===== config.mk =====
export PLATFORM = sky130hd
export DESIGN_NAME = sipo_frame_ctrl
export DESIGN_NICKNAME = d
export VERILOG_FILES = /design/src/rtl/sipo_ctrl_pkg.sv /design/src/rtl/sipo_shift_reg.sv /design/src/rtl/sipo_frame_ctrl.sv
export SDC_FILE = /design/constraint.sdc
export NUM_CORES = 1
export LEC_CHECK = 0
export BUFFER_PORTS_ARGS = -buffer_cell sky130_fd_sc_hd__buf_4
export CORE_MARGIN = 2
export CORE_UTILIZATION = 30
export DETAILED_ROUTE_END_ITERATION = 8
export GPL_TIMING_DRIVEN = 0
export PLACE_DENSITY_LB_ADDON = 0.12
export SLEW_MARGIN = 0
export SYNTH_ARGS = -nofsm -noshare
export SYNTH_HDL_FRONTEND = slang
export SYNTH_SLANG_ARGS = --single-unit

===== constraint.sdc =====
create_clock -name clk -period 1.42 [get_ports clk]
set_input_delay 0.071 -clock clk [delete_from_list [all_inputs] [get_ports clk]]
set_output_delay 0.071 -clock clk [all_outputs]
set_load 0.02 [all_outputs]

===== src/rtl/sipo_ctrl_pkg.sv =====
// Shared constants for the serial-in/parallel-out frame receiver:
// FSM state encoding and default frame geometry.
package sipo_ctrl_pkg;

  localparam logic [1:0] ST_IDLE   = 2'd0;
  localparam logic [1:0] ST_SHIFT  = 2'd1;
  localparam logic [1:0] ST_PARITY = 2'd2;

  localparam int DEF_WIDTH     = 4;
  localparam int DEF_PARITY_EN = 1;

endpackage


===== src/rtl/sipo_shift_reg.sv =====
// Shift-left register: new serial bit enters the LSB, so the first bit
// received ends up at the MSB once WIDTH bits have been shifted in.
module sipo_shift_reg #(
  parameter int WIDTH = 4
) (
  input  logic             clk,
  input  logic             rst,
  input  logic             shift_en,
  input  logic             din,
  output logic [WIDTH-1:0] q
);

  logic [WIDTH-1:0] q_q;

  always_ff @(posedge clk) begin
    if (rst) begin
      q_q <= '0;
    end else if (shift_en) begin
      q_q <= {q_q[WIDTH-2:0], din};
    end
  end

  assign q = q_q;

endmodule


===== src/rtl/sipo_frame_ctrl.sv =====
// Frame receiver controller: start-bit detection, bit counting, optional
// even-parity check and a one-deep output buffer with overrun reporting.
//
// Output handshake: a word is transferred on every rising edge where
// dout_valid=1 and dout_ready=1; dout/par_err stay stable while dout_valid=1
// and no transfer occurs; dout_valid never drops without a transfer.
module sipo_frame_ctrl
  import sipo_ctrl_pkg::*;
#(
  parameter int WIDTH     = DEF_WIDTH,
  parameter int PARITY_EN = DEF_PARITY_EN
) (
  input  logic             clk,
  input  logic             rst,
  input  logic             din,
  input  logic             en,
  output logic [WIDTH-1:0] dout,
  output logic             dout_valid,
  input  logic             dout_ready,
  output logic             busy,
  output logic             par_err,
  output logic             overrun,
  output logic [1:0]       state_dbg
);

  localparam int CW = (WIDTH > 1) ? $clog2(WIDTH) : 1;
  localparam logic [CW-1:0] LAST = CW'(WIDTH - 1);

  logic [1:0]       state_q, state_d;
  logic [CW-1:0]    cnt_q, cnt_d;
  logic [WIDTH-1:0] dout_q, dout_d;
  logic             valid_q, valid_d;
  logic             perr_q, perr_d;
  logic             ovr_q, ovr_d;

  logic             shift_en;
  logic             complete;
  logic [WIDTH-1:0] word;
  logic             perr_new;
  logic [WIDTH-1:0] sr_q;

  sipo_shift_reg #(.WIDTH(WIDTH)) u_shift (
    .clk      (clk),
    .rst      (rst),
    .shift_en (shift_en),
    .din      (din),
    .q        (sr_q)
  );

  always_comb begin
    state_d  = state_q;
    cnt_d    = cnt_q;
    shift_en = 1'b0;
    complete = 1'b0;
    word     = sr_q;
    perr_new = 1'b0;
    case (state_q)
      ST_IDLE: begin
        if (en && din) begin
          state_d = ST_SHIFT;
          cnt_d   = '0;
        end
      end
      ST_SHIFT: begin
        if (en) begin
          shift_en = 1'b1;
          cnt_d    = cnt_q + 1'b1;
          if (cnt_q == LAST) begin
            cnt_d = '0;
            if (PARITY_EN != 0) begin
              state_d = ST_PARITY;
            end else begin
              // No parity stage: the word completes with the bit being shifted in now.
              state_d  = ST_IDLE;
              complete = 1'b1;
              word     = {sr_q[WIDTH-2:0], din};
            end
          end
        end
      end
      ST_PARITY: begin
        if (en) begin
          state_d  = ST_IDLE;
          complete = 1'b1;
          perr_new = (^sr_q) ^ din;
        end
      end
      default: state_d = ST_IDLE;
    endcase
  end

  always_comb begin
    dout_d  = dout_q;
    valid_d = valid_q;
    perr_d  = perr_q;
    ovr_d   = 1'b0;
    if (complete) begin
      if (!valid_q || dout_ready) begin
        dout_d  = word;
        perr_d  = perr_new;
        valid_d = 1'b1;
      end else begin
        ovr_d = 1'b1;
      end
    end else if (valid_q && dout_ready) begin
      valid_d = 1'b0;
    end
  end

  always_ff @(posedge clk) begin
    if (rst) begin
      state_q <= ST_IDLE;
      cnt_q   <= '0;
      dout_q  <= '0;
      valid_q <= 1'b0;
      perr_q  <= 1'b0;
      ovr_q   <= 1'b0;
    end else begin
      state_q <= state_d;
      cnt_q   <= cnt_d;
      dout_q  <= dout_d;
      valid_q <= valid_d;
      perr_q  <= perr_d;
      ovr_q   <= ovr_d;
    end
  end

  assign dout       = dout_q;
  assign dout_valid = valid_q;
  assign par_err    = perr_q;
  assign overrun    = ovr_q;
  assign busy       = (state_q != ST_IDLE);
  assign state_dbg  = state_q;

endmodule


Word-level counts from Yosys, hierarchy flattened

Index checks and enable logic that the tools add are counted.

Output and inout bits: 10
Flip-flop bits (word level): 15
Logic and storage cells: 50
Bits of input ports: 5

Equal/unequal tests: 8
$add $sub $neg: 1
Mux-type cells: 18
Reductions and logical operators: 14
Bitwise logic cells: 2

Operators by type and width:

| kind                  | count |
|---|---|
| $mux W2               | 7 |
| $mux W1               | 9 |
| $ne A2 B2 Y1 const B  | 4 |
| $pmux W2 S3           | 1 |
| $reduce_bool A2 Y1    | 3 |
| $eq A2 B2 Y1 const B  | 2 |
| $pmux W2 S2           | 1 |
| $reduce_and A2 Y1     | 2 |
| $reduce_and A4 Y1     | 1 |
| $reduce_xor A4 Y1     | 1 |
| $reduce_and A3 Y1     | 1 |
| $add A2 B1 Y2 const B | 1 |
| $eq A2 B1 Y1 const B  | 1 |
| $logic_and A1 B1 Y1   | 2 |
| $logic_not A2 Y1      | 1 |
| $ne A2 B1 Y1 const B  | 1 |
| $reduce_or A2 Y1      | 1 |
| $logic_not A1 Y1      | 1 |
| $logic_or A1 B1 Y1    | 1 |
| $not A1 Y1            | 1 |
| $xor A1 B1 Y1         | 1 |

Longest topological paths before layout

Depth after elaboration: 4
Depth in mapped cells: 6
Gate-level depth less buffers: 4

Cells and area by module

Synthesis repeated with hierarchy kept, for this count alone.

Cell total of the unflattened synthesis: 62
Area total of the unflattened synthesis: 613.1 µm²

By module, submodules not included:

| module          | instances | cells an instance | seq. area each (µm²) | area an instance (µm²) |
|---|---|---|---|---|
| sipo_frame_ctrl | 1         | 49                | 220.2                | 473.0 |
| sipo_shift_reg  | 1         | 13                | 80.1                 | 140.1 |

Least setup slack after synthesis

Ideal clock, no wire load.

Kind: flip-flop to flip-flop
Start: register state_q[0] (netlist: state_dbg[0])
End: register dout_q[2] (netlist: dout[2])
Cell stages (with the launch flop): 7
Required time: 1.292 ns
Setup time: 0.128 ns
Arrival time: 1.156 ns
Path buffers: 2
Slack: 0.136 ns
Period minus slack after synthesis: 1.284 ns
Path through: dfxtp_1 -> buf_2 -> nand3b_4 -> nor2b_1 -> buf_4 -> mux2i_1 -> nor2_1

Cells in the longest elaborated chain, start to end: 3

RTL lines:

| item                               | RTL line               | source |
|---|---|---|
| from (decl)                        | sipo_frame_ctrl.sv:29  | `logic [1:0] state_q, state_d;` |
| from (signal assigned)             | sipo_frame_ctrl.sv:119 | `state_q <= state_d;` |
| $eq A2 B2 Y1                       | sipo_frame_ctrl.sv:57  | `case (state_q)` |
| $mux W1                            | --                     |  |
| $reduce_and A2 Y1 (no source line) | --                     |  |
| to (signal assigned)               | sipo_frame_ctrl.sv:121 | `dout_q <= dout_d;` |
| to (decl)                          | sipo_frame_ctrl.sv:31  | `logic [WIDTH-1:0] dout_q, dout_d;` |

No other way between the ends.
A chain may end at the register's enable or synchronous reset.

Worst setup path after layout

Start: register state_q[0] (netlist: state_dbg[0])
End: register dout_q[0] (netlist: dout[0])

The elaborated chain is that of the path after synthesis.

==> impl_metrics.json <==
{
  "grt_use_met3": 0.04545,
  "fin_crit_sh": 0.9100,
  "finalWirelength_um": 1133,
  "tns_ns": 0,
  "ant_nets": 0,
  "finalSetupViolations": 0,
  "yosysTopAreaCell": "dfxtp_1",
  "grt_util_met1": 0.1359,
  "critPathLaunchType": "register",
  "fp.dieH_um": 50.12,
  "grt-busiest-layer": "met2",
  "htree_levels": 1,
  "whs_path_depth": 3,
  "grt_max_degree": 11,
  "reg2regPathDepth": 6,
  "clock_path_buffers": 2,
  "drtIter0Drc": 10,
  "hold_path_end": "u_shift.q[0]",
  "hold_path.class": "primary input to register",
  "fin_worst_skew_ns": 0.007696,
  "synth-seq-cells": 15,
  "drv_slew": 0,
  "final_common_cell": "dfxtp_1",
  "grt_pass1_vias": 404,
  "rsz0062_at_grt": "no",
  "hpwl_um": 803.2,
  "io_buffers": 13,
  "cp.required_ns": 1.58,
  "cp.depth": 6,
  "vias_per_cell": 4.477,
  "max_slew_margin": 0.7020,
  "worst_slew_pin_slew_ns": 0.4469,
  "cp_max_fo": 9,
  "layout-drive-gt1-share": 0.2619,
  "drt_pass1_iterations": 4,
  "drc": 0,
  "routedWlPerCell_um": 10.21,
  "timing.rr.end": "dout[0]",
  "crit_path_end_kind": "register",
  "ys_warn_count": 0,
  "place.gp.congestion": 0.6386,
  "hold_start": "din",
  "area.growth.synth_to_final_pct": 26.47,
  "synth.cell_area_um2": 638.1,
  "yosysSeqAreaShare": 0.4706,
  "crit_arrival_ns": 1.45,
  "cts.root.buffer_cell": "clkbuf_4",
  "cts_tree": "done",
  "num_vias": 497,
  "antennaDiodeCount": 0,
  "crit_family": "buffers and inverters",
  "synth.avg_cell_area_um2": 9.668,
  "synthCells": 66,
  "gr-total-overflow": 0,
  "cp_slowest_cell": "dfxtp_1",
  "total_leakage_power_nw": 0.3672,
  "core_area_um2": 1982,
  "fin_crit_ns": 1.292,
  "design_area_um2": 807.0,
  "cts_sinks": 15,
  "clk_latency_ns": 0.29,
  "synth.net_count": 72,
  "rows": 16,
  "synth_top_area_share": 0.4706,
  "ios": 15,
  "crit_chain": "buf_2 -> nand3b_4 -> nor2b_1 -> buf_4 -> mux2i_1 -> nor2_1",
  "cts_made_buffers": 3,
  "dieArea_um2": 2512,
  "antenna_found_initial": 0,
  "path_class": "register to register",
  "max_freq_mhz": 773.9,
  "synth.area.top_cells": "dfxtp_1 47%, mux2i_1 14%, nor2_1 7.1%",
  "final_nets": 91,
  "ir_drop_mv": 0.6421,
  "path_clk_slew_ns": 0.09,
  "hold_viol": 0,
  "power_density_nw_per_um2": 914.1,
  "r2r_slack_ns": 0.13,
  "fp.dieW_um": 50.12,
  "gr-usage-met2": 0.1360,
  "grtUsageTotal": 0.1006,
  "drv_cap": 0,
  "status": "complete, no violations",
  "start_util": 0.3220,
  "grt_pass1_wl_um": 1897,
  "slowest_delay_ns": 0.32,
  "crit_buf_inv": 2,
  "r2r-start": "state_dbg[0]",
  "ys_types": 21,
  "dpl-instance-area_um2": 769.5,
  "final_cell_mix": "15 x dfxtp_1, 14 x buf_4, 12 x nor2_1"
}
[cell type report]
cell class,instances,area [um^2]
Multi-Input combinational cell,46,312.8
Clock inverter,1,5.005
Buffer,4,21.27
Tap cell,27,33.78
Inverter,1,3.754
Clock buffer,3,22.52
Fill cell,209,1175
Timing Repair Buffer,14,107.6
Sequential cell,15,300.3
[repair_timing]
action                    in CTS  in global routing
hold endpoints to repair       5                  0
setup buffers                  0                  0
gates resized for setup        0                  0
hold buffers                   1                  0
[per-layer routing]
| layer | wire [um] | vias to the layer above |
|---|---|---|
| met5 | 0 | - |
| met4 | 16 | 0 |
| met3 | 69 | 4 |
| met2 | 484 | 13 |
| met1 | 563 | 223 |
| li1 | - | 257 |
[worst min-delay path, delay by kind of cell]
kind | cells | cell delay, ns
buffers and inverters | 1 | 0.11
multiplexers | 1 | 0.06
AND/OR/NAND/NOR | 1 | 0.08
[sequential cells by signal, indices dropped and copies added (netlist names)]
signal,cells
dout,4
u_shift.q,4
cnt_q,2
state_dbg,2
dout_valid,1
overrun,1
par_err,1
[cell usage after synthesis]
| master | number |
|---|---|
| nand2_1 | 5 |
| xor2_1 | 1 |
| xnor2_1 | 1 |
| a21oi_1 | 4 |
| nor2_1 | 12 |
| o211ai_1 | 1 |
| or2_2 | 1 |
| buf_2 | 2 |
| ha_1 | 1 |
| mux2i_1 | 9 |
| a31oi_1 | 1 |
| buf_4 | 1 |
| nor2b_1 | 2 |
| xnor3_1 | 1 |
| nand2b_1 | 1 |
| inv_1 | 1 |
| clkbuf_1 | 1 |
| nand3b_4 | 1 |
| nand4_1 | 2 |
| nor3_1 | 3 |
| dfxtp_1 | 15 |
[stage by stage]
stage               instances  utilization  hold slack (ns)  total power, mW  worst slack (ns)
floorplan                  66            -           0.1401           0.4780            0.1365
global placement          106       0.3883           0.2892           0.5003            0.1463
detailed placement        106       0.3883           0.2911           0.5007            0.1375
CTS                       111       0.4072          0.06854           0.7505            0.1135
global route              111       0.4072          0.07541           0.7824          0.009794
finish                    111       0.4072          0.06885           0.7377            0.1279
[report_power, final]
part	internal, mW	switching, mW	leakage [nW]
clock	0.105	0.140	0.0177
combinational	0.0298	0.0348	0.228
sequential	0.425	0.00305	0.121
[worst max-delay path by stage]
stage                          to          from  slack (ns)
after floorplan           dout[2]  state_dbg[0]        0.14
after global placement    par_err  state_dbg[0]        0.15
after detailed placement  dout[3]  state_dbg[0]        0.14
after CTS                 par_err  state_dbg[0]        0.11
after global routing      dout[0]  state_dbg[0]        0.01
final                     dout[0]  state_dbg[0]        0.13
[cell families (layout without fill, tap and decap cells)]
logic type	Yosys count	in the layout	share of synthesized area
DFF	15	15	0.4706
buffers and inverters	5	23	0.03921
xor gates and xnor gates	3	3	0.06275
and+or+nand+nor	27	27	0.2137
muxes	9	9	0.1412
AOI/OAI and AO/OA	6	6	0.05295
adders and majority gates	1	1	0.01960
Power figures use the tool's default switching activity.
